## src/rtl/perf_stat_counter_pkg.sv

```systemverilog
// Shared CPU constants for the performance-statistic block: FSM state
// encodings and the stat_out select codes.
package perf_stat_counter_pkg;

  // RUN must encode as 0 so a cleared state register means "running".
  typedef enum logic {
    ST_RUN    = 1'b0,
    ST_HALTED = 1'b1
  } state_e;

  localparam int NUM_STATS = 4;

  localparam logic [1:0] SEL_TOTAL  = 2'd0;
  localparam logic [1:0] SEL_BRANCH = 2'd1;
  localparam logic [1:0] SEL_TAKEN  = 2'd2;
  localparam logic [1:0] SEL_JUMP   = 2'd3;

endpackage

```

## src/rtl/perf_stat_counter_sat_counter.sv

```systemverilog
// Saturating up-counter with synchronous clear. Clear wins over inc, and
// the count sticks at all-ones instead of wrapping.
module sat_counter #(
  parameter int WIDTH = 16
) (
  input  logic             clk,
  input  logic             clear,
  input  logic             inc,
  output logic [WIDTH-1:0] count
);

  localparam logic [WIDTH-1:0] ONE = {{(WIDTH-1){1'b0}}, 1'b1};

  logic [WIDTH-1:0] count_reg;

  // Clear has priority; otherwise count up until all ones, then hold.
  always_ff @(posedge clk) begin
    if (clear) begin
      count_reg <= '0;
    end else if (inc && (count_reg != '1)) begin
      count_reg <= count_reg + ONE;
    end
  end

  assign count = count_reg;

endmodule

```

## src/rtl/perf_stat_counter.sv

```systemverilog
// Run/halt control for the CPU PC plus four saturating event counters
// (cycles, conditional branches, taken branches, jumps) readable via sel.
module perf_stat_counter
  import perf_stat_counter_pkg::*;
#(
  parameter int COUNT_WIDTH = 16
) (
  input  logic                   clk,
  input  logic                   reset,
  input  logic                   halt_req,
  input  logic                   is_branch,
  input  logic                   branch_taken,
  input  logic                   is_jump,
  input  logic                   go,
  input  logic [1:0]             sel,
  output logic                   pc_enable,
  output logic                   halted,
  output logic [COUNT_WIDTH-1:0] stat_out
);

  state_e state_reg;
  state_e state_next;
  logic   go_q_reg;
  logic   go_rise;
  logic   in_run;

  logic [NUM_STATS-1:0]   inc_vec;
  logic [COUNT_WIDTH-1:0] count_arr [NUM_STATS];

  assign in_run  = (state_reg == ST_RUN);
  assign go_rise = go & ~go_q_reg;

  // State and go history; go is sampled every cycle so a held button
  // never produces a second edge.
  always_ff @(posedge clk) begin
    if (reset) begin
      state_reg <= ST_RUN;
      go_q_reg  <= 1'b0;
    end else begin
      state_reg <= state_next;
      go_q_reg  <= go;
    end
  end

  // Next state: halt_req only matters in RUN, go edges only in HALTED,
  // so a coincident halt_req and go edge in RUN lands in HALTED.
  always_comb begin
    state_next = state_reg;
    case (state_reg)
      ST_RUN:    if (halt_req) state_next = ST_HALTED;
      ST_HALTED: if (go_rise)  state_next = ST_RUN;
      default:   state_next = ST_RUN;
    endcase
  end

  // PC freezes on the halting instruction itself, hence the direct halt_req term.
  assign pc_enable = in_run & ~halt_req;
  assign halted    = (state_reg == ST_HALTED);

  // Event qualifiers: nothing is counted while halted.
  always_comb begin
    inc_vec             = '0;
    inc_vec[SEL_TOTAL]  = in_run;
    inc_vec[SEL_BRANCH] = in_run & is_branch;
    inc_vec[SEL_TAKEN]  = in_run & is_branch & branch_taken;
    inc_vec[SEL_JUMP]   = in_run & is_jump;
  end

  genvar gi;
  generate
    for (gi = 0; gi < NUM_STATS; gi++) begin : g_stat
      sat_counter #(
        .WIDTH (COUNT_WIDTH)
      ) u_cnt (
        .clk   (clk),
        .clear (reset),
        .inc   (inc_vec[gi]),
        .count (count_arr[gi])
      );
    end
  endgenerate

  // Combinational read mux so a sel change is visible in the same cycle.
  always_comb begin
    stat_out = '0;
    case (sel)
      SEL_TOTAL:  stat_out = count_arr[SEL_TOTAL];
      SEL_BRANCH: stat_out = count_arr[SEL_BRANCH];
      SEL_TAKEN:  stat_out = count_arr[SEL_TAKEN];
      SEL_JUMP:   stat_out = count_arr[SEL_JUMP];
      default:    stat_out = '0;
    endcase
  end

endmodule

```

## config.mk

```make
export PLATFORM = sky130hd
export DESIGN_NAME = perf_stat_counter
export DESIGN_NICKNAME = d
export VERILOG_FILES = /design/src/rtl/perf_stat_counter_pkg.sv /design/src/rtl/perf_stat_counter_sat_counter.sv /design/src/rtl/perf_stat_counter.sv
export SDC_FILE = /design/constraint.sdc
export NUM_CORES = 1
export LEC_CHECK = 0
export ABC_CLOCK_PERIOD_IN_PS = 2500
export BUFFER_PORTS_ARGS = -buffer_cell sky130_fd_sc_hd__buf_4
export CAP_MARGIN = 20
export CORE_MARGIN = 2
export CORE_UTILIZATION = 55
export DETAILED_ROUTE_END_ITERATION = 16
export HOLD_SLACK_MARGIN = 0.05
export PLACE_DENSITY_LB_ADDON = 0.08
export SLEW_MARGIN = 20
export SYNTH_ARGS = -nofsm -noshare
export SYNTH_HDL_FRONTEND = slang
export SYNTH_SLANG_ARGS = --single-unit
```

## constraint.sdc

```tcl
create_clock -name clk -period 2.5 [get_ports clk]
set_clock_uncertainty 0.2 [all_clocks]
set_input_delay 0.125 -clock clk [delete_from_list [all_inputs] [get_ports clk]]
set_output_delay 0.125 -clock clk [all_outputs]
set_load 0.005 [all_outputs]
```

* Yosys cells after proc, flatten, opt, wreduce, memory -nomap -nowiden
Cells that the tools add are included.
** Cells by class
- Add/subtract/negate cells :: 4
- $mul :: 0
- Div/mod/pow operators :: 0
- Order comparisons :: 0
- Equal/unequal tests :: 7
- Shift-type cells :: 0
- Mux-type cells :: 4
- Bitwise logic cells :: 8
- Reduce and logical (&&, ||, !) cells :: 5
** Operator list (count)
- adder 16 x 1 -> 16 bit (second input constant) :: 4
- inequality test 16 bit (second input constant) :: 4
- one-hot mux 16 bit (4 select lines) :: 1
- bitwise AND 1 bit :: 5
- == test 2 bit (second input constant) :: 2
- logical AND 1 bit :: 4
- NOT 1 bit :: 3
- == test 2 x 1 -> 1 bit (second input constant) :: 1
- logical NOT 2 bit :: 1
- two-way mux 1 bit :: 2
- one-hot mux 1 bit (2 select lines) :: 1
** Word-level totals
- Flip-flop bits (word level) :: 66
- Latch bits :: 0
- Bits in writable memories :: 0
- Bits in read-only memories :: 0
- Bits of input ports :: 9
- Output and inout port bits :: 18
- Memories kept :: 0

* Logic depth before layout (Yosys ltp)
Gate-level depths: netlist of run 1.
- Word-level depth :: 4
- Gate-level depth with buffers :: 6
- Depth with buffers taken out :: 5

* Hierarchy
From an unflattened synthesis of run 1, not the netlist that was laid out.
** Unflattened totals
- Cell total of the unflattened synthesis :: 426
- Area, all modules :: 3902.5 µm²
** Modules (own cells, without submodules)
- sat_counter :: instances 4, cells each 99, area each 848.3 µm²
- perf_stat_counter :: instances 1, cells each 30, area each 509.2 µm²

* Least setup slack after synthesis of run 1
Ideal clock, no wire load.
- Kind :: flip-flop to flip-flop
- Start :: register g_stat[3].u_cnt.count_reg[0]
- End :: register g_stat[3].u_cnt.count_reg[10]
- Setup time :: 0.121 ns
- Arrival :: 1.731 ns
- Required time :: 2.179 ns
- Slack :: 0.448 ns
- Cell stages (with the launch flop) :: 7
- Buffers on the path :: 1
- Clock period less this slack :: 2.052 ns
- Cells stage by stage :: dfxtp_1 -> ha_1 -> nand3_1 -> or2_2 -> clkbuf_1 -> nor4_1 -> mux2_2
** On the way
- Longest elaborated chain between the ends :: 2
** RTL lines
- from (decl) :: RTL line perf_stat_counter_sat_counter.sv:14 : logic [WIDTH-1:0] count_reg;
- from (signal assigned) :: RTL line perf_stat_counter_sat_counter.sv:21 : count_reg <= count_reg + ONE;
- parallel branches: the longest is 2 deep, another holds adder 16 x 1 -> 16 bit
Several ways; the timed one is not identified.
A chain may end at the register's enable or synchronous reset.

* Worst setup path in the final report of run 1
- Start :: register state_reg, in the netlist halted
- End :: register g_stat[2].u_cnt.count_reg[13]
** On the way
- Longest elaborated chain between the ends :: 4
** RTL lines
- from (decl) :: RTL line perf_stat_counter.sv:21 : state_e state_reg;
- from (signal assigned) :: RTL line perf_stat_counter.sv:40 : state_reg <= state_next;
- NOT 1 bit
- bitwise AND 1 bit (2 in series) :: RTL line perf_stat_counter.sv:65 : inc_vec[SEL_TAKEN] = in_run & is_branch & branch_taken;
- logical AND 1 bit :: RTL line perf_stat_counter_sat_counter.sv:20 : end else if (inc && (count_reg != '1)) begin
- to (signal assigned) :: RTL line perf_stat_counter_sat_counter.sv:21
- to (decl) :: RTL line perf_stat_counter_sat_counter.sv:14
No other way between the ends.

==> reports/metrics.csv, run 1 <==
stage,metric,value,unit
placed_design,io_buffers,26,
run_status,status,finished clean,
timing,final_hold_viol_count,0,
setup_path,crit_slowest_cell,dfxtp_1,
floorplanning,io_pins,27,
route,wl_per_cell,17.7,µm
timing,fin_crit_sh,88.2,%
setup_path,path_max_fanout,12,
route,drt-vias-per-instance,6.51,
final_layout,num-fill-cells,512,
global_routing,globalRouteOverflowTotal,0,
timing,rsz0062_at_grt,false,
route,postRouteAntennaNets,0,
setup_path,cp.arrival,2230,ps
global_routing,grt_max_degree,32,
global_routing,antenna_found_initial,0,
synthesis,synth_cell_types,54,
floorplanning,row_count,29,
timing,tightest_slew,691,ps
timing,slew_headroom,53.3,%
placed_design,hpwl,6660,µm
setup_path,max_stage_delay,440,ps
worst_hold_path,min_from,is_branch,
placed_design,placed_cell_area,4010,µm²
worst_hold_path,hold_class,in -> reg,
final_layout,largest_register_ffs,64,
clocking,h-tree-depth,3,
synthesis,synth_area,3710,µm²
synthesis,synth_edf_count,0,
floorplanning,die_height,86.1,µm
placed_design,gp_congestion,0.936,
synthesis,yosysWarnings,0,
route,wirelength,9180,µm
timing,min_period,2210,ps
synthesis,ys.flop_type,dfxtp_1,
setup_path,crit_required,2520,ps
setup_path,crit_start,halted,
route,drt-initial-drc-count,233,
setup_path,worstSetupPathType,reg -> reg,
final_layout,postLayoutCellArea,4230,µm²
global_routing,grt_pass1_wl,15000,µm
final_layout,layout_common_cells,"dfxtp_1, a21oi_1, buf_4",
clocking,clock_latency,340,ps
power_and_ir_drop,peakVddDrop,0.000247,V
synthesis,syn-num-nets,419,
timing,clock.fmax,453,MHz
synthesis,ys_ff_latch,66,
final_layout,areaGrowthSynthToFinish,14.0,%
synthesis,yosysSeqAreaShare,35.6,%
synthesis,syn-instance-count,406,
final_layout,fin_nets,451,
clocking,tritoncts,yes,
timing,setup_viol_count_final,0,
floorplanning,coreArea,6420,µm²
route,num_vias,3373,
global_routing,grt_pass1_vias,2993,
final_layout,finish.utilization,65.9,%
synthesis,syn-mean-instance-area,9.14,µm²
floorplanning,dieArea,7420,µm²
clocking,path_clk_slew,70,ps
clocking,cts_buffers,9,
setup_path,crit_chain,"and3b_1, nand4_1, nor4b_1, mux2_2",
clocking,cts_buffer_depth,2,
clocking,cts-root-buf,clkbuf_8,
synthesis,async_flop_share,0,%
global_routing,grt_usage,25.8,%
setup_path,r2r-start,halted,
clocking,clock-sinks,66,
floorplanning,fp.dieW,86.1,µm
timing,final.setup.tns,0,ps
setup_path,endpoint_kind,register,
timing,maxSlewViolCount,0,
final_layout,antenna-diode-count,0,
power_and_ir_drop,p_leak,1.42,nW
setup_path,cp-start-kind,register,
route,drc,0,
route,first_pass_iters,4,
job,drv_cap,0,
final_layout,final_common_cell,dfxtp_1,
final_layout,drive_above_1_share,19.7,%
power_and_ir_drop,power_density,501,nW/µm²
floorplanning,floorplan.initialDensity,57.8,%
==> worst paths after layout <==
check / endpoint / slack [ps] / depth (start not counted)
setup / recovery: g_stat[2].u_cnt.count[13] / 290 / 4
hold / removal: g_stat[1].u_cnt.count[2] / 100 / 3
setup reg to reg: g_stat[2].u_cnt.count[13] / 290 / 4
hold reg to reg: g_stat[1].u_cnt.count[13] / 310 / 2
==> critical path, delay by kind of cell, from the launching register on <==
kind	cells	cell delay, ps
simple gates	3	1070
mux	1	380
flops	1	440
==> area by class of cell <==
| class | instances | area (µm²) | area share [%] |
|---|---|---|---|
| Multi-Input combinational cell | 307 | 2260 | 53.4 |
| Tap cell | 77 | 96.3 | 2.28 |
| Inverter | 14 | 52.6 | 1.24 |
| Clock buffer | 11 | 151 | 3.58 |
| Clock inverter | 3 | 40.0 | 0.946 |
| Sequential cell | 66 | 1320 | 31.2 |
| Timing Repair Buffer | 40 | 308 | 7.28 |
==> power by group <==
part	internal, mW	switching, mW
combinational	0.0623	0.0702
sequential	1.06	0.0200
clock	0.501	0.402
==> kinds of logic after synthesis <==
logic type | count (synthesis) | share of synthesized area (%)
AOI/OAI and AO/OA | 99 | 17.4
xor gates and xnor gates | 7 | 1.65
adders and majority gates | 4 | 1.35
buffers and inverters | 33 | 3.44
DFF | 66 | 35.6
muxes | 26 | 12.8
and+or+nand+nor | 171 | 27.7
==> metrics by stage <==
step                      total power, mW  worst slack (ps)  hold slack [ps]  std cells
final                                2.12               294              104        518
after global routing                 2.18              71.3              139        518
after CTS                            2.13               294             85.5        518
after detailed placement             1.24               327              142        501
after global placement               1.23               376              144        501
after floorplan                      1.19               448             50.0        406
==> repair_timing <==
item	4_1_cts	5_1_grt
hold endpoints to repair	8	0
resized for setup	0	0
hold buffers	3	0
setup buffers	0	0
==> synth_stat cells (all sizes together) (3+ instances only) <==
cell type / n / area [µm²]
o21ai: 16 / 80.1
or2: 4 / 25.0
mux2i: 3 / 30.0
mux4: 16 / 368
o41ai: 6 / 60.1
xor2: 5 / 43.8
o311ai: 5 / 43.8
nor2: 25 / 93.8
nor4: 11 / 81.3
clkbuf: 14 / 52.6
o31ai: 19 / 143
mux2: 7 / 78.8
buf: 5 / 22.5
and2: 3 / 18.8
o211ai: 3 / 22.5
nor3: 7 / 35.0
nand2b: 3 / 18.8
ha: 4 / 50.1
nand4: 18 / 134
or4: 18 / 135
and3: 8 / 51.3
inv: 14 / 52.6
a21oi: 37 / 185
and4: 6 / 52.6
or3: 16 / 104
nor2b: 8 / 50.1
dfxtp: 66 / 1320
nor4b: 3 / 26.3
nand3: 16 / 80.1
nand2: 19 / 71.3
==> metal layers <==
metal | up-vias | part of all wire [%] | GRT usage, %
met4 | 0 | 1.5 | 8.51
met5 | - | 0 | 0
met2 | 93 | 46 | 40.1
li1 | 1663 | - | -
met3 | 13 | 6.1 | 3.56
met1 | 1604 | 46 | 37.2
Power figures use the tool's default switching activity.
==> inputs of run 2 (changes only) <==
--- a/config.mk
+++ b/config.mk
@@ -5,7 +5,7 @@
 export SDC_FILE = /design/constraint.sdc
 export NUM_CORES = 1
 export LEC_CHECK = 0
-export ABC_CLOCK_PERIOD_IN_PS = 2500
+export ABC_CLOCK_PERIOD_IN_PS = 2700
 export BUFFER_PORTS_ARGS = -buffer_cell sky130_fd_sc_hd__buf_4
 export CAP_MARGIN = 20
 export CORE_MARGIN = 2
==> constraint.sdc (replaced) <==
create_clock -name clk -period 2.7 [get_ports clk]
set_clock_uncertainty 0.2 [all_clocks]
set_input_delay 0.135 -clock clk [delete_from_list [all_inputs] [get_ports clk]]
set_output_delay 0.135 -clock clk [all_outputs]
set_load 0.005 [all_outputs]
==> reports/metrics.csv, run 2 (synthesis gave the netlist of run 1 again) <==
stage,metric,value,unit,change
run_status,status,finished clean,,unchanged
route,postRouteAntennaNets,0,,unchanged
timing,maxSlewViolCount,0,,unchanged
clocking,post_cts_resized,0,,unchanged
setup_path,crit_chain,"nand2b_1, or2_2, nor4b_1, mux2_2",,"was and3b_1, nand4_1, nor4b_1, mux2_2"
clocking,postCtsHoldBufs,3,,unchanged
global_routing,globalRouteOverflowTotal,0,,unchanged
route,first_pass_iters,5,,was 4
route,routed-wl-met2,4280,µm,was 4230 µm
final_layout,fin_cells,517,,was 518
floorplanning,io_pins,27,,unchanged
setup_path,path_max_fanout,16,,was 12
placed_design,hpwl,6640,µm,was 6660 µm
global_routing,grt_pass1_wl,14900,µm,"was 15,000 µm"
power_and_ir_drop,peakVddDrop,0.000336,V,was 0.000247 V
timing,slew_headroom,54.3,%,was 53.3%
final_layout,drive_above_1_share,19.3,%,was 19.7%
clocking,cts_buffer_depth,2,,unchanged
power_and_ir_drop,sequentialPowerShare,48.8,%,was 51.1%
clocking,clock-sinks,66,,unchanged
floorplanning,floorplan.initialDensity,57.8,%,unchanged
placed_design,io_buffers,26,,unchanged
power_and_ir_drop,total_power,2.06,mW,was 2.12 mW
floorplanning,dieArea,7420,µm²,unchanged
clocking,h-tree-depth,3,,unchanged
global_routing,grt_max_degree,37,,was 32
route,top_layer,met4,,unchanged
final_layout,antenna-diode-count,0,,unchanged
timing,setup_viol_count_final,0,,unchanged
placed_design,gp_congestion,0.904,,was 0.936
final_layout,largest_register_ffs,64,,unchanged
setup_path,cp.arrival,2260,ps,was 2230 ps
clocking,cts_buffers,9,,unchanged
worst_hold_path,hold_class,in -> reg,,unchanged
setup_path,worstSetupPathType,reg -> reg,,unchanged
floorplanning,fp.dieW,86.1,µm,unchanged
job,drv_cap,0,,unchanged
final_layout,postLayoutCellArea,4240,µm²,was 4230 µm²
power_and_ir_drop,p_leak,1.41,nW,was 1.42 nW
floorplanning,die_height,86.1,µm,unchanged
placed_design,placed_cell_area,3990,µm²,was 4010 µm²
clocking,clock_latency,350,ps,was 340 ps
placed_design,placed_cells_incl_taps,498,,was 501
power_and_ir_drop,power_density,485,nW/µm²,was 501 nW/µm²
clocking,path_clk_slew,70,ps,about the same
floorplanning,row_count,29,,unchanged
setup_path,endpoint_kind,register,,unchanged
placed_design,post-place-ws,502,ps,was 327 ps
power_and_ir_drop,p_switching,0.473,mW,was 0.492 mW
timing,min_period,2220,ps,was 2210 ps
clocking,cts-root-buf,clkbuf_8,,unchanged
power_and_ir_drop,p_int,1.58,mW,was 1.63 mW
route,num_vias,3397,,"was 3,373"
timing,fin_crit_sh,82.4,%,was 88.2%
final_layout,areaGrowthSynthToFinish,14.2,%,was 14.0%
setup_path,crit_required,2740,ps,was 2520 ps
route,met1_length,4220,µm,was 4250 µm
global_routing,antenna_found_initial,0,,unchanged
setup_path,crit_slowest_cell,dfxtp_1,,unchanged
final_layout,layout_common_cells,"dfxtp_1, a21oi_1, buf_4",,unchanged
power_and_ir_drop,clockPowerShare,45.4,%,was 42.6%
global_routing,grt_pass1_vias,2959,,"was 2,993"
route,wirelength,9150,µm,was 9180 µm
route,wl_per_cell,17.7,µm,about the same
clocking,postCtsSetupBuffers,0,,unchanged
route,drc,0,,unchanged
setup_path,cp-start-kind,register,,unchanged
timing,fin_ws,476,ps,was 294 ps
timing,final_hold_viol_count,0,,unchanged
route,drt-vias-per-instance,6.57,,was 6.51
timing,clock.fmax,450,MHz,was 453 MHz
setup_path,max_stage_delay,460,ps,was 440 ps
route,met3_length,549,µm,was 561 µm
power_and_ir_drop,p_comb_share,5.7,%,was 6.3%
floorplanning,coreArea,6420,µm²,unchanged
timing,rsz0062_at_grt,false,,unchanged
final_layout,final_common_cell,dfxtp_1,,unchanged
route,drt-initial-drc-count,282,,was 233
final_layout,fin_nets,448,,was 451
timing,tightest_slew,676,ps,was 691 ps
clocking,tritoncts,yes,,unchanged
global_routing,grt_usage,26.0,%,was 25.8%
power_and_ir_drop,swShare,23.0,%,was 23.2%
timing,final.setup.tns,0,ps,unchanged
==> run 2: path summary, 6_finish.rpt <==
| check | startpoint | end | slack, ps | depth (start not counted) |
|---|---|---|---|---|
| setup / recovery | halted | g_stat[3].u_cnt.count[9] | 480 | 4 |
| hold / removal | is_branch | g_stat[1].u_cnt.count[2] | 110 | 3 |
| setup reg to reg | halted | g_stat[3].u_cnt.count[9] | 480 | 4 |
| hold reg to reg | g_stat[0].u_cnt.count[7] | g_stat[0].u_cnt.count[7] | 310 | 1 |
==> run 2: layout make-up <==
class	instances	area, µm²
clock inverters	5	77.6
clock buffers	11	141
repair buffers	37	285
fillers	528	2190
inverters	14	52.6
well taps	77	96.3
multi-input cells	307	2260
flip-flops and latches	66	1320
==> run 2: power groups by stage <==
stage	combinational (mW)	sequential, mW	clock, mW
6_report	0.118	1.00	0.934
5_1_grt	0.130	1.01	0.995
4_1_cts	0.118	1.00	0.947
3_5_place_dp	0.113	1.03	0
3_3_place_gp	0.112	1.02	0
2_1_floorplan	0.0810	1.02	0
==> run 2: worst max-delay path: cells and delay by family, from the launching register on <==
kind	cells	cell delay, ps
AND/OR/NAND/NOR	3	1090
flip-flops	1	460
multiplexers	1	370
==> run 2: metal layers <==
metal / track usage (%) / up-vias
met5: 0 / -
met4: 6.93 / 0
met3: 7.80 / 13
met2: 40.2 / 100
met1: 35.7 / 1621
li1: - / 1663
==> run 2: per-stage QoR <==
stage	hold slack, ps	utilization (%)
floorplan	60.0	-
global placement	155	62.1
detailed placement	155	62.1
CTS	94.8	65.9
global route	126	65.9
finish	108	65.9
